--- src/rtl/pipe_ctrl_pkg.sv ---
// Shared definitions for the pipeline stall/flush sequencer.
//   state_e          : sequencer states
//   KCNT_W           : width of the post-redirect kill counter
//   load_use_hazard(): detects an IF/ID source that depends on a load in EX
package pipe_ctrl_pkg;

    localparam int KCNT_W = 3;

    typedef enum logic [1:0] {
        ST_RUN     = 2'd0,
        ST_LDSTALL = 2'd1,
        ST_FLUSH   = 2'd2,
        ST_MEMWAIT = 2'd3
    } state_e;

    // x0 never carries a real dependency, so a load into x0 never stalls.
    function automatic logic load_use_hazard(
        input logic       ex_is_load,
        input logic [4:0] ex_rd,
        input logic       id_use_rs1,
        input logic [4:0] id_rs1,
        input logic       id_use_rs2,
        input logic [4:0] id_rs2
    );
        return ex_is_load && (ex_rd != 5'd0) &&
               ((id_use_rs1 && (id_rs1 == ex_rd)) ||
                (id_use_rs2 && (id_rs2 == ex_rd)));
    endfunction

endpackage

--- src/rtl/pipe_ctrl_sat_counter.sv ---
// Saturating up-counter used for the sequencer's performance counters.
//   clk   : core clock
//   rst_n : asynchronous active-low reset, clears count
//   clr   : synchronous clear, takes priority over inc
//   inc   : increment by one unless already all-ones
//   cnt   : current count
module pipe_ctrl_sat_counter #(
    parameter int CNT_W = 32
) (
    input  logic             clk,
    input  logic             rst_n,
    input  logic             clr,
    input  logic             inc,
    output logic [CNT_W-1:0] cnt
);

    localparam logic [CNT_W-1:0] ONE = {{(CNT_W-1){1'b0}}, 1'b1};

    logic [CNT_W-1:0] cnt_q;
    logic [CNT_W-1:0] cnt_d;

    always_comb begin
        cnt_d = cnt_q;
        if (clr) begin
            cnt_d = '0;
        end else if (inc && (cnt_q != '1)) begin
            cnt_d = cnt_q + ONE;
        end
    end

    always_ff @(posedge clk or negedge rst_n) begin
        if (!rst_n) begin
            cnt_q <= '0;
        end else begin
            cnt_q <= cnt_d;
        end
    end

    assign cnt = cnt_q;

endmodule

--- src/rtl/pipe_ctrl.sv ---
// Pipeline stall/flush sequencer for the 3-stage core (IF/ID -> EX -> WB).
// Handles hazards the forwarding unit cannot bypass: load-use, I$/D$ miss and
// taken-branch/jump redirects. Control outputs are combinational from state
// and inputs; state and perf counters are registered.
//
// Ports
//   clk, rst_n                 : core clock, async active-low reset
//   id_rs1/id_rs2, id_use_rs*  : source registers of the IF/ID instruction
//   ex_rd, ex_is_load          : destination / load flag of the EX instruction
//   ex_redirect                : EX resolved a taken branch / JAL / JALR
//   icache_stall, dcache_stall : fetch data / data access not ready
//   cnt_clr                    : synchronous clear of both perf counters
//   pc_stall, ifid_stall       : hold PC / IF/ID register
//   ifid_kill, idex_bubble     : load NOP into IF/ID / into EX
//   ex_freeze                  : hold EX and WB, suppress regfile write
//   stall_cnt, flush_cnt       : saturating counts of stalled cycles / redirects
//
// state      | meaning
// -----------+-----------------------------------------------------------
// ST_RUN     | normal flow, load-use detection active
// ST_LDSTALL | one-cycle load-use bubble issued, return to RUN next cycle
// ST_FLUSH   | killing wrong-path fetch slots, kcnt slots remaining
// ST_MEMWAIT | D$ stall, whole pipe frozen; prior state/kcnt saved
module pipe_ctrl
    import pipe_ctrl_pkg::*;
#(
    parameter int FLUSH_CYCLES = 1,
    parameter int CNT_W        = 32
) (
    input  logic             clk,
    input  logic             rst_n,
    input  logic [4:0]       id_rs1,
    input  logic [4:0]       id_rs2,
    input  logic             id_use_rs1,
    input  logic             id_use_rs2,
    input  logic [4:0]       ex_rd,
    input  logic             ex_is_load,
    input  logic             ex_redirect,
    input  logic             icache_stall,
    input  logic             dcache_stall,
    input  logic             cnt_clr,
    output logic             pc_stall,
    output logic             ifid_stall,
    output logic             ifid_kill,
    output logic             idex_bubble,
    output logic             ex_freeze,
    output logic [CNT_W-1:0] stall_cnt,
    output logic [CNT_W-1:0] flush_cnt
);

    localparam logic [KCNT_W-1:0] KCNT_RELOAD = KCNT_W'(FLUSH_CYCLES - 1);
    localparam logic [KCNT_W-1:0] KCNT_ONE    = KCNT_W'(1);

    state_e            state_q, state_d;
    state_e            sv_state_q, sv_state_d;
    logic [KCNT_W-1:0] kcnt_q, kcnt_d;
    logic [KCNT_W-1:0] sv_kcnt_q, sv_kcnt_d;
    state_e            eff_state;
    logic [KCNT_W-1:0] eff_kcnt;
    logic              load_use;
    logic              flush_inc;

    assign load_use = load_use_hazard(ex_is_load, ex_rd, id_use_rs1, id_rs1,
                                      id_use_rs2, id_rs2);

    always_comb begin
        state_d     = state_q;
        kcnt_d      = kcnt_q;
        sv_state_d  = sv_state_q;
        sv_kcnt_d   = sv_kcnt_q;
        pc_stall    = 1'b0;
        ifid_stall  = 1'b0;
        ifid_kill   = 1'b0;
        idex_bubble = 1'b0;
        ex_freeze   = 1'b0;
        flush_inc   = 1'b0;

        // Leaving MEMWAIT resumes the saved context in the same cycle.
        eff_state = state_q;
        eff_kcnt  = kcnt_q;
        if (state_q == ST_MEMWAIT) begin
            eff_state = sv_state_q;
            eff_kcnt  = sv_kcnt_q;
        end

        if (dcache_stall) begin
            // A redirect seen here is still held in EX and re-presents on exit.
            pc_stall   = 1'b1;
            ifid_stall = 1'b1;
            ex_freeze  = 1'b1;
            state_d    = ST_MEMWAIT;
            if (state_q != ST_MEMWAIT) begin
                sv_state_d = state_q;
                sv_kcnt_d  = kcnt_q;
            end
        end else if (ex_redirect) begin
            // Any same-cycle load-use belongs to the wrong path and is dropped.
            ifid_kill   = 1'b1;
            idex_bubble = 1'b1;
            flush_inc   = 1'b1;
            if (FLUSH_CYCLES > 1) begin
                state_d = ST_FLUSH;
                kcnt_d  = KCNT_RELOAD;
            end else begin
                state_d = ST_RUN;
                kcnt_d  = '0;
            end
        end else begin
            state_d = eff_state;
            kcnt_d  = eff_kcnt;
            if (eff_state == ST_FLUSH) begin
                ifid_kill = 1'b1;
                if (icache_stall) begin
                    // No valid fetch this slot, so it does not count as killed.
                    pc_stall    = 1'b1;
                    ifid_stall  = 1'b1;
                    idex_bubble = 1'b1;
                end else if (eff_kcnt <= KCNT_ONE) begin
                    kcnt_d  = '0;
                    state_d = ST_RUN;
                end else begin
                    kcnt_d = eff_kcnt - KCNT_ONE;
                end
            end else if (icache_stall) begin
                pc_stall    = 1'b1;
                ifid_stall  = 1'b1;
                idex_bubble = 1'b1;
            end else if (eff_state == ST_LDSTALL) begin
                state_d = ST_RUN;
            end else if (load_use) begin
                pc_stall    = 1'b1;
                ifid_stall  = 1'b1;
                idex_bubble = 1'b1;
                state_d     = ST_LDSTALL;
            end
        end

        if (!rst_n) begin
            pc_stall    = 1'b1;
            ifid_stall  = 1'b0;
            ifid_kill   = 1'b1;
            idex_bubble = 1'b0;
            ex_freeze   = 1'b0;
            flush_inc   = 1'b0;
        end
    end

    always_ff @(posedge clk or negedge rst_n) begin
        if (!rst_n) begin
            state_q    <= ST_RUN;
            kcnt_q     <= '0;
            sv_state_q <= ST_RUN;
            sv_kcnt_q  <= '0;
        end else begin
            state_q    <= state_d;
            kcnt_q     <= kcnt_d;
            sv_state_q <= sv_state_d;
            sv_kcnt_q  <= sv_kcnt_d;
        end
    end

    pipe_ctrl_sat_counter #(.CNT_W(CNT_W)) u_stall_cnt (
        .clk   (clk),
        .rst_n (rst_n),
        .clr   (cnt_clr),
        .inc   (pc_stall),
        .cnt   (stall_cnt)
    );

    pipe_ctrl_sat_counter #(.CNT_W(CNT_W)) u_flush_cnt (
        .clk   (clk),
        .rst_n (rst_n),
        .clr   (cnt_clr),
        .inc   (flush_inc),
        .cnt   (flush_cnt)
    );

endmodule
--- config.mk ---
export PLATFORM = sky130hd
export DESIGN_NAME = pipe_ctrl
export DESIGN_NICKNAME = d
export VERILOG_FILES = /design/src/rtl/pipe_ctrl_pkg.sv /design/src/rtl/pipe_ctrl_sat_counter.sv /design/src/rtl/pipe_ctrl.sv
export SDC_FILE = /design/constraint.sdc
export NUM_CORES = 1
export LEC_CHECK = 0
export BUFFER_PORTS_ARGS = -buffer_cell sky130_fd_sc_hd__clkbuf_2
export CORE_ASPECT_RATIO = 1.1
export CORE_MARGIN = 8
export CORE_UTILIZATION = 50
export DETAILED_ROUTE_END_ITERATION = 6
export GPL_ROUTABILITY_DRIVEN = 0
export HOLD_SLACK_MARGIN = 0.05
export PLACE_DENSITY = 0.84
export RECOVER_POWER = 25
export SETUP_SLACK_MARGIN = 0.05
export SLEW_MARGIN = 30
export SYNTH_ARGS = -nofsm -noshare
export SYNTH_HDL_FRONTEND = slang
export SYNTH_HIERARCHICAL = 1
export SYNTH_SLANG_ARGS = --single-unit
--- constraint.sdc ---
create_clock -name clk -period 2.53 [get_ports clk]
set_input_delay 0.506 -clock clk [delete_from_list [all_inputs] [get_ports clk]]
set_output_delay 0.506 -clock clk [all_outputs]
set_load 0.005 [all_outputs]
==> out/qor.csv, run 1 <==
stage,metric,value,unit
power,Max IR drop VDD,0.000359,V
critical_path,element type at the critical path end,flip-flop,
timing,setup slack after layout,-0.0680,ns
clock_network,CTS max path bufs,2,
drt,DR vias/cell,5.77,
critical_path,cell family with most CP delay,simple AND/OR/NAND/NOR gates,
synth,Area contributors post-synth,"dfrtp_1, xnor2_1, nor2_1",
floorplan,die area,12300,sq um
placement,Placed Area,5310,sq um
timing,minimum clock period,2.60,ns
clock_network,Clock transition at path regs,0.08,ns
critical_path,CP Launch Type,flip-flop,
power,Sw Share,25.6,%
grt,vias in the first global route,4134,
clock_network,H-tree lvl count,3,
synth,largest area contributor in the netlist,dfrtp_1,
timing,RSZ-0062 raised after global routing,true,
timing,final setup fails,7,
drt,DRT iter0 DRCs,165,
placement,number of cells after detailed placement,705,
final_layout,"most common cell after layout, fill and taps aside",clkbuf_2,
drt,WL/cell,16.6,um
timing,worst rel slew slack,36.5,%
synth,register bit count reported by yosys,74,
synth,post-synthesis instance total,491,
final_layout,post-layout util,63.9,%
floorplan,Die Wd,107,um
critical_path,CP peak stage delay,0.39,ns
drt,via count,4195,
timing,final hold violations,0,
synth,Main synth FF type,dfrtp_1,
synth,Post-Syn Area per Cell,9.21,sq um
floorplan,Die Y,116,um
synth,syn nets,519,
power,net load switching power,0.000667,W
final_layout,Ant. Diodes,0,
placement,PortBufs,92,
grt,initial antenna violation count,0,
critical_path,worst path required time,2.81,ns
synth,YS warnings,6,
synth,Post-synth EDFFs,0,
drt,Initial DRT Pass Iterations,5,
floorplan,row count,36,
grt,largest net degree at the start of global routing,61,
drt,post-route ant nets,0,
timing,"Slew Viols, Final",0,
power,Clock power frac,39.7,%
placement,dpl hpwl,8770,um
critical_path,slowest CP cell,or4_1,
clock_network,# hold bufs at CTS,0,
floorplan,I/O Pins,93,
timing,fin crit share,103,%
clock_network,CTS Buf Count,9,
grt,total grt overflow,0,
run,MaxCap Viol Count,0,
critical_path,critical setup path kind,flip-flop to flip-flop,
clock_network,root buf cell,clkbuf_8,
synth,Netlist cell types,56,
final_layout,layout cells sized above 1,31.3,%
timing,Worst Skew,0.0119,ns
synth,post-synthesis sequential area ratio,41.0,%
floorplan,area of the core,8830,sq um
synth,mapped cell area,4520,sq um
floorplan,Initial Utilization,51.2,%
run_status,violated checks,negative setup slack,
final_layout,post-route insts no fill,727,
critical_path,crit path cell chain,or2b_1 -> o211ai_1 -> nor3b_2 -> a21oi_2 -> o21ai_2 -> and3_4 -> nand4_1 -> a21o_4 -> buf_6 -> or4_1 -> a21oi_1,
timing,Least-Margin Pin Slew,0.953,ns
power,leakage power,2.55,nW
drt,DRC viols,0,
grt,first-pass GRT wire length,19700,um
critical_path,worst path bufs/invs,1,
final_layout,Nets,636,
power,part of the power in combinational logic,12.7,%
critical_path,Max Fanout on Critical Path,13,
synth,Yosys top cell area share,41.0,%
final_layout,Final Cell Area,5640,sq um
critical_path,critical path arrival,2.88,ns
grt,global-route usage over all layers,19.5,%
power,PD cells,463,nW/um^2
final_layout,area grow syn2layout,24.7,%
synth,async set-reset flop share out of synthesis,100,%
final_layout,"commonest cells after routing, fill and taps aside","clkbuf_2, dfrtp_1, nor2_1",
final_layout,final-layout fill cell count,749,
worst_hold_path,Worst Hold Class,input pin to asynchronous set/reset pin,
run_status,run status,finished with violations,
power,Int Pwr,0.00194,W
drt,drt total wl,12000,um
placement,worst slack at placement,-0.376,ns
clock_network,Clock Sink Count,74,
timing,Max Clock Freq,0.385,GHz
clock_network,clk_lat worst skew,0.36,ns
clock_network,CTS tree,yes,
power,Flop pwr share,47.7,%
-- sequential cells by signal (all words and copies together), names as in the netlist --
signal and cells:
kcnt_q 3, state_q 2, u_flush_cnt/cnt 32, sv_kcnt_q 3
u_stall_cnt/cnt 32, sv_state_q 2
-- final timing paths --
path,cells past startpoint,start,to,slack [ns]
worst max register to register,11,sv_state_q[0]$_DFFE_PN0P_,u_stall_cnt/cnt[25]$_DFFE_PN0P_,-0.07
worst min-delay path,2,rst_n,state_q[0]$_DFF_PN0_,0.28
worst max-delay path,11,sv_state_q[0]$_DFFE_PN0P_,u_stall_cnt/cnt[25]$_DFFE_PN0P_,-0.07
min in group clk,2,ex_redirect,kcnt_q[2]$_DFFE_PN0N_,0.49
worst min register to register,1,sv_kcnt_q[2]$_DFFE_PN0P_,sv_kcnt_q[2]$_DFFE_PN0P_,0.51
max in group asynchronous,3,rst_n,u_flush_cnt/cnt[29]$_DFFE_PN0P_,0.94
-- Yosys cell counts (all sizes together), types with 8 or more instances --
cell type,number
a211oi,12
a21oi,26
and2,8
and3,16
clkbuf,10
dfrtp,74
inv,20
mux2,15
nand2,33
nand3,28
nand4,17
nor2,62
nor2b,14
nor3,9
nor4,15
o21ai,13
or3,10
xnor2,31
-- worst reg2reg max path: cells and delay by family (launching register included) --
kind / cells / cell delay, ns
and+or+nand+nor: 5 / 1.22
buffers and inverters: 1 / 0.13
DFF: 1 / 0.38
AOI/OAI and AO/OA: 5 / 0.80
-- metal layers --
layer | vias up | global-route usage [%] | share of wire (%)
met3 | 16 | 4.17 | 5.1
li1 | 2005 | - | -
met4 | 0 | 8.36 | 1.4
met1 | 2044 | 22.8 | 42
met2 | 130 | 33.9 | 51
met5 | - | 0 | 0
-- power groups by stage --
stage	Combinational, W	Clock, W	Sequential, W
final	0.000331	0.00104	0.00124
after detailed placement	0.000314	0	0.00127
after floorplan	0.000185	0	0.00126
after CTS	0.000319	0.00105	0.00124
after global placement	0.000299	0	0.00127
after global routing	0.000367	0.00110	0.00125
-- kinds of logic (layout without fill, tap and decap cells) --
family                   count (synthesis)  after routing  synth area share, %
AO/OA/AOI/OAI                           84             84                 12.9
XOR/XNOR                                37             37                 7.17
adder cells (fa/ha/maj)                  4              4                 1.11
buffers and inverters                   36            158                 3.51
flip-flops                              74             74                 41.0
multiplexers                            21             21                 5.23
AND/OR/NAND/NOR                        235            235                 29.1
-- repair_timing --
| action | 4_1_cts | 5_1_grt |
|---|---|---|
| pin swaps | 1 | 3 |
| setup endpoints to repair | 12 | 18 |
| endpoints found under the hold margin | 0 | 0 |
| resized for setup | 4 | 17 |
| setup buffers | 0 | 6 |
-- through the flow --
step / setup TNS [ns] / power (W) / hold WS (ns)
6_report: -0.255 / 0.00261 / 0.279
5_1_grt: -1.67 / 0.00271 / 0.332
4_1_cts: -0.0642 / 0.00262 / 0.229
3_5_place_dp: -4.83 / 0.00158 / 0.494
3_3_place_gp: -2.86 / 0.00156 / 0.488
2_1_floorplan: 0 / 0.00145 / 0.210
-- final cells by class --
| class | count | area [sq um] | area share [%] |
|---|---|---|---|
| flip-flops and latches | 74 | 1850 | 32.8 |
| inverters | 20 | 75.1 | 1.33 |
| repair buffers | 122 | 719 | 12.8 |
| well taps | 114 | 143 | 2.53 |
| multi-input cells | 381 | 2630 | 46.7 |
| clock inverters | 5 | 77.6 | 1.38 |
| clock buffers | 11 | 141 | 2.51 |
Power figures use the tool's default switching activity.
==> run 2: changes to the inputs <==
Settings changed: BUFFER_PORTS_ARGS -buffer_cell sky130_fd_sc_hd__clkbuf_2 to -buffer_cell sky130_fd_sc_hd__buf_2.
==> out/qor.csv, run 2 (same netlist as run 1, synthesis figures left out) <==
stage,metric,value,unit,change
floorplan,Initial Utilization,51.2,%,unchanged
power,PD cells,416,nW/um^2,-10%
critical_path,element type at the critical path end,flip-flop,,
clock_network,Clock Sink Count,74,,unchanged
final_layout,area grow syn2layout,24.0,%,
drt,post-route ant nets,0,,unchanged
clock_network,clk_lat worst skew,0.34,ns,-0.02 ns
final_layout,"most common cell after layout, fill and taps aside",buf_2,,
worst_hold_path,Worst Hold Class,input pin to asynchronous set/reset pin,,
final_layout,Nets,638,,+0.31%
drt,Initial DRT Pass Iterations,4,,-1
run,MaxCap Viol Count,0,,unchanged
grt,first-pass GRT wire length,19800,um,+0.63%
clock_network,CTS Buf Count,9,,unchanged
floorplan,row count,36,,unchanged
timing,Least-Margin Pin Slew,0.912,ns,-0.0406 ns
timing,fin crit share,98.5,%,-4.2 points
power,Max IR drop VDD,0.000214,V,-40%
timing,"Slew Viols, Final",0,,unchanged
critical_path,Critical Path End,u_stall_cnt/cnt[23]$_DFFE_PN0P_,,
drt,DR vias/cell,5.83,,+1.0%
drt,WL/cell,16.5,um,-0.40%
timing,final hold violations,0,,unchanged
final_layout,post-layout util,63.5,%,-0.37 points
run_status,run status,completed,,
final_layout,layout cells sized above 1,32.2,%,+0.92 points
final_layout,Final Cell Area,5610,sq um,-0.58%
final_layout,"commonest cells after routing, fill and taps aside","buf_2, dfrtp_1, nor2_1",,
timing,Worst Skew,0.00827,ns,-0.00364 ns
critical_path,Max Fanout on Critical Path,5,,-8
timing,Max Clock Freq,0.401,GHz,+4.2%
floorplan,die area,12300,sq um,unchanged
floorplan,area of the core,8830,sq um,unchanged
critical_path,critical path arrival,2.75,ns,-0.13 ns
timing,minimum clock period,2.49,ns,-0.105 ns
drt,DRC viols,0,,unchanged
grt,vias in the first global route,4268,,+3.2%
grt,global-route usage over all layers,19.4,%,-0.10 points
critical_path,r2r worst-path depth,10,,-1
drt,drt total wl,12000,um,-0.67%
floorplan,I/O Pins,93,,unchanged
timing,worst rel slew slack,38.7,%,+2.2 points
final_layout,FF/Latch Area,1850,sq um,unchanged
clock_network,Clock transition at path regs,0.07,ns,about the same
timing,final setup fails,0,,-7
placement,dpl hpwl,8770,um,about the same
grt,total grt overflow,0,,unchanged
drt,DRT iter0 DRCs,208,,+26%
critical_path,RR Endpoint,u_stall_cnt/cnt[23]$_DFFE_PN0P_,,
critical_path,worst r2r src,sv_state_q[0]$_DFFE_PN0P_,,
critical_path,worst reg-to-reg setup slack,0.04,ns,+0.11 ns
clock_network,H-tree lvl count,3,,unchanged
timing,RSZ-0062 raised after global routing,true,,
grt,initial antenna violation count,0,,unchanged
critical_path,critical setup path kind,flip-flop to flip-flop,,
clock_network,CTS tree,yes,,
final_layout,final-layout fill cell count,738,,-1.5%
critical_path,worst path required time,2.79,ns,-0.02 ns
clock_network,CTS max path bufs,2,,unchanged
floorplan,Die Y,116,um,unchanged
placement,Placed Area,5360,sq um,+0.94%
final_layout,multi-input logic area,2680,sq um,+1.9%
clock_network,root buf cell,clkbuf_8,,
power,leakage power,2.60,nW,+2.1%
drt,via count,4227,,+0.76%
placement,PortBufs,92,,unchanged
clock_network,# hold bufs at CTS,0,,unchanged
grt,largest net degree at the start of global routing,42,,-31%
floorplan,Die Wd,107,um,unchanged
final_layout,Ant. Diodes,0,,unchanged
critical_path,crit path launch,sv_state_q[0]$_DFFE_PN0P_,,
critical_path,CP Launch Type,flip-flop,,
[run 2: cell types whose count changed in the layout (fill, tap and decap cells not counted), moves of 2 or more]
cell / before / now
or3_1: 10 / 8
bufinv_16: 2 / 0
or3_4: 0 / 2
buf_4: 25 / 27
buf_6: 4 / 0
clkbuf_2: 87 / 1
buf_2: 1 / 91
[run 2: how the worst min path moves through the flow]
| stage | end | from | slack [ns] |
|---|---|---|---|
| 2_1_floorplan | kcnt_q[0]$_DFFE_PN0N_ | rst_n | 0.21 |
| 3_3_place_gp | sv_kcnt_q[2]$_DFFE_PN0P_ | sv_kcnt_q[2]$_DFFE_PN0P_ | 0.49 |
| 3_5_place_dp | sv_kcnt_q[2]$_DFFE_PN0P_ | sv_kcnt_q[2]$_DFFE_PN0P_ | 0.51 |
| 4_1_cts | sv_state_q[1]$_DFFE_PN0P_ | rst_n | 0.25 |
| 5_1_grt | sv_state_q[1]$_DFFE_PN0P_ | rst_n | 0.34 |
| 6_report | state_q[0]$_DFF_PN0_ | rst_n | 0.31 |
[run 2: timing repair]
action | 4_1_cts | 5_1_grt
endpoints found under the setup margin | 11 | 16
buffers inserted | 1 | 1
resized for setup | 3 | 16
pin swaps | 5 | 10
gates cloned | 1 | 0
[run 2: power by group]
part | internal [W] | leakage (nW) | switching [W]
Clock | 0.000360 | 0.0770 | 0.000402
Sequential | 0.00122 | 1.02 | 0.0000319
Combinational | 0.000141 | 1.51 | 0.000181
[run 2: area by class of cell]
cell class                      instances  share of cell area, %
Multi-Input combinational cell        382                   47.8
Timing Repair Buffer                  123                   12.7
Sequential cell                        74                   33.0
Clock buffer                           11                   2.52
Inverter                               20                   1.34
Tap cell                              114                   2.54
Clock inverter                          1                 0.0893
[run 2: per-stage QoR]
step	hold WS [ns]	std cells	power [W]	worst slack (ns)	setup TNS (ns)
after floorplan	0.210	491	0.00145	0.0170	0
after global placement	0.486	710	0.00156	-0.229	-2.38
after detailed placement	0.514	710	0.00158	-0.300	-3.82
after CTS	0.247	724	0.00236	0.0292	0
after global routing	0.345	725	0.00244	-0.0594	-0.497
final	0.310	725	0.00233	0.0371	0
[run 2: metal layers]
metal	part of all wire, %	global-route usage (%)	up-vias
met2	52	34.4	134
met3	4.9	3.73	25
met1	41	22.8	2065
li1	-	-	2003
met5	0	0	-
met4	2.1	7.32	0
[run 2: critical path, cell delays in order, from the launching register on]
cell and delay (ns):
dfrtp_1 0.38, or2b_1 0.24, o211ai_1 0.10, nor3b_2 0.24, a21oi_2 0.10, o21ai_2 0.18
and3_4 0.21, nand4_1 0.11, a21o_4 0.25, or4_1 0.48, a21oi_1 0.14
==> run 3: changes to the inputs <==
Settings changed: GPL_TIMING_DRIVEN set to 0.
==> out/qor.csv, run 3 (same netlist as run 1, synthesis figures left out) <==
stage,metric,value,unit,change
run,MaxCap Viol Count,1,,+1
drt,post-route ant nets,0,,unchanged
run_status,violated checks,"max-capacitance violations, max-slew violations, negative setup slack",,
final_layout,Final Cell Area,5740,sq um,+2.5%
grt,largest net degree at the start of global routing,41,,-2.4%
timing,RSZ-0062 raised after global routing,true,,
timing,final setup fails,12,,+12
drt,DRC viols,0,,unchanged
floorplan,Die Y,116,um,unchanged
critical_path,CP peak stage delay,0.41,ns,-0.07 ns
timing,final hold violations,0,,unchanged
critical_path,Critical Path End,u_stall_cnt/cnt[13]$_DFFE_PN0P_,,
critical_path,critical setup path kind,flip-flop to flip-flop,,
drt,WL/cell,17.2,um,+4.1%
timing,worst rel slew slack,-30.0,%,-69 points
critical_path,slowest CP cell,dfrtp_2,,
final_layout,area grow syn2layout,27.1,%,
timing,setup slack after layout,-0.100,ns,-0.137 ns
critical_path,Crit path depth,12,,+2
final_layout,"most common cell after layout, fill and taps aside",buf_2,,
critical_path,worst path bufs/invs,2,,+2
drt,Initial DRT Pass Iterations,4,,unchanged
grt,global-route usage over all layers,20.2,%,+0.80 points
critical_path,cell family with most CP delay,simple AND/OR/NAND/NOR gates,,
clock_network,Clock Sink Count,74,,unchanged
critical_path,CP Launch Type,flip-flop,,
floorplan,area of the core,8830,sq um,unchanged
final_layout,Ant. Diodes,0,,unchanged
floorplan,Die Wd,107,um,unchanged
final_layout,post-layout util,65.1,%,+1.6 points
floorplan,Initial Utilization,51.2,%,unchanged
final_layout,layout cells sized above 1,32.9,%,+0.66 points
critical_path,worst r2r src,state_q[1]$_DFF_PN0_,,
critical_path,RR Endpoint,u_stall_cnt/cnt[13]$_DFFE_PN0P_,,
clock_network,CTS max path bufs,2,,unchanged
final_layout,Nets,643,,+0.78%
grt,initial antenna violation count,0,,unchanged
clock_network,CTS Buf Count,9,,unchanged
power,PD cells,431,nW/um^2,+3.6%
timing,Least-Margin Pin Slew,1.95,ns,+1.04 ns
critical_path,r2r worst-path depth,12,,+2
drt,DRT iter0 DRCs,163,,-22%
drt,DR vias/cell,5.78,,-0.78%
power,Max IR drop VDD,0.000278,V,+30%
timing,minimum clock period,2.63,ns,+0.137 ns
placement,worst slack at placement,-0.516,ns,-0.217 ns
drt,via count,4246,,+0.45%
final_layout,"commonest cells after routing, fill and taps aside","buf_2, dfrtp_1, nor2_1",,
timing,Max Clock Freq,0.380,GHz,-5.2%
timing,fin crit share,104,%,+5.4 points
clock_network,H-tree lvl count,3,,unchanged
critical_path,critical path arrival,2.92,ns,+0.17 ns
placement,PortBufs,92,,unchanged
clock_network,clk_lat worst skew,0.36,ns,+0.02 ns
clock_network,Clock transition at path regs,0.08,ns,about the same
placement,dpl hpwl,8880,um,+1.2%
clock_network,root buf cell,clkbuf_8,,
placement,Placed Area,5230,sq um,-2.3%
grt,vias in the first global route,4228,,-0.94%
run_status,run status,finished with violations,,
grt,total grt overflow,0,,unchanged
timing,"Slew Viols, Final",36,,+36
drt,drt total wl,12600,um,+5.4%
timing,hold slack,0.312,ns,+0.00243 ns
critical_path,worst path required time,2.82,ns,+0.03 ns
floorplan,die area,12300,sq um,unchanged
critical_path,crit path launch,state_q[1]$_DFF_PN0_,,
critical_path,element type at the critical path end,flip-flop,,
critical_path,worst reg-to-reg setup slack,-0.10,ns,-0.14 ns
worst_hold_path,Worst Hold Class,input pin to asynchronous set/reset pin,,
floorplan,row count,36,,unchanged
grt,first-pass GRT wire length,20300,um,+2.3%
power,leakage power,2.66,nW,+2.2%
critical_path,crit path cell chain,or2b_1 -> o211ai_1 -> nor3b_4 -> a21oi_2 -> o21ai_4 -> and3_4 -> nand4_1 -> a21o_1 -> buf_6 -> buf_6 -> or3_4 -> a21oi_2,,
clock_network,CTS tree,yes,,
floorplan,I/O Pins,93,,unchanged
timing,Worst Skew,0.0133,ns,+0.00502 ns
critical_path,Max Fanout on Critical Path,10,,+5
run 3: worst register-to-register path, cell delays in order, from the launching register on:
cell	delay, ns
dfrtp_2	0.41
or2b_1	0.26
o211ai_1	0.12
nor3b_4	0.24
a21oi_2	0.12
o21ai_4	0.18
and3_4	0.21
nand4_1	0.09
a21o_1	0.18
buf_6	0.14
buf_6	0.14
or3_4	0.33
a21oi_2	0.14
run 3: area by class of cell:
cell class                      instances  area, sq um
Buffer                                 15         88.8
Clock buffer                           12          155
Clock inverter                          4         26.3
Fill cell                             724         3080
Inverter                               20         75.1
Multi-Input combinational cell        381         2730
Sequential cell                        74         1850
Tap cell                              114          143
Timing Repair Buffer                  114          671
run 3: timing repair:
item | CTS | global route
gates resized for setup | 18 | 31
pin swaps | 11 | 11
hold endpoints to repair | 35 | 0
endpoints found under the setup margin | 27 | 33
hold buffers | 1 | 0
buffers inserted | 14 | 6
gates cloned | 1 | 0
run 3: worst min path at each step:
stage               cells past startpoint                        to                      from  slack, ns
finish                                  2     kcnt_q[0]$_DFFE_PN0N_                     rst_n       0.31
detailed placement                      1     kcnt_q[1]$_DFFE_PN0N_                     rst_n       0.51
floorplan                               0     kcnt_q[0]$_DFFE_PN0N_                     rst_n       0.21
global placement                        1  sv_kcnt_q[2]$_DFFE_PN0P_  sv_kcnt_q[2]$_DFFE_PN0P_       0.49
CTS                                     2     kcnt_q[1]$_DFFE_PN0N_                     rst_n        0.1
global route                            2     kcnt_q[0]$_DFFE_PN0N_                     rst_n       0.35
run 3: layer usage:
| layer | part of all wire, % | track usage (%) |
|---|---|---|
| met1 | 41 | 24.0 |
| met2 | 50 | 34.8 |
| met3 | 6.5 | 5.67 |
| met4 | 1.7 | 6.01 |
| met5 | 0 | 0 |
run 3: where the power goes:
part | internal [W] | switching, W | leakage, nW
combinational | 0.000161 | 0.000193 | 1.55
clock | 0.000409 | 0.000463 | 0.0924
sequential | 0.00122 | 0.0000346 | 1.02
run 3: stage by stage:
step	std cells	total power [W]	setup TNS, ns
after floorplan	491	0.00145	0
after global placement	697	0.00154	-51.51
after detailed placement	698	0.00157	-10.98
after CTS	730	0.00248	-0.812
after global routing	734	0.00258	-2.90
final	734	0.00248	-0.779
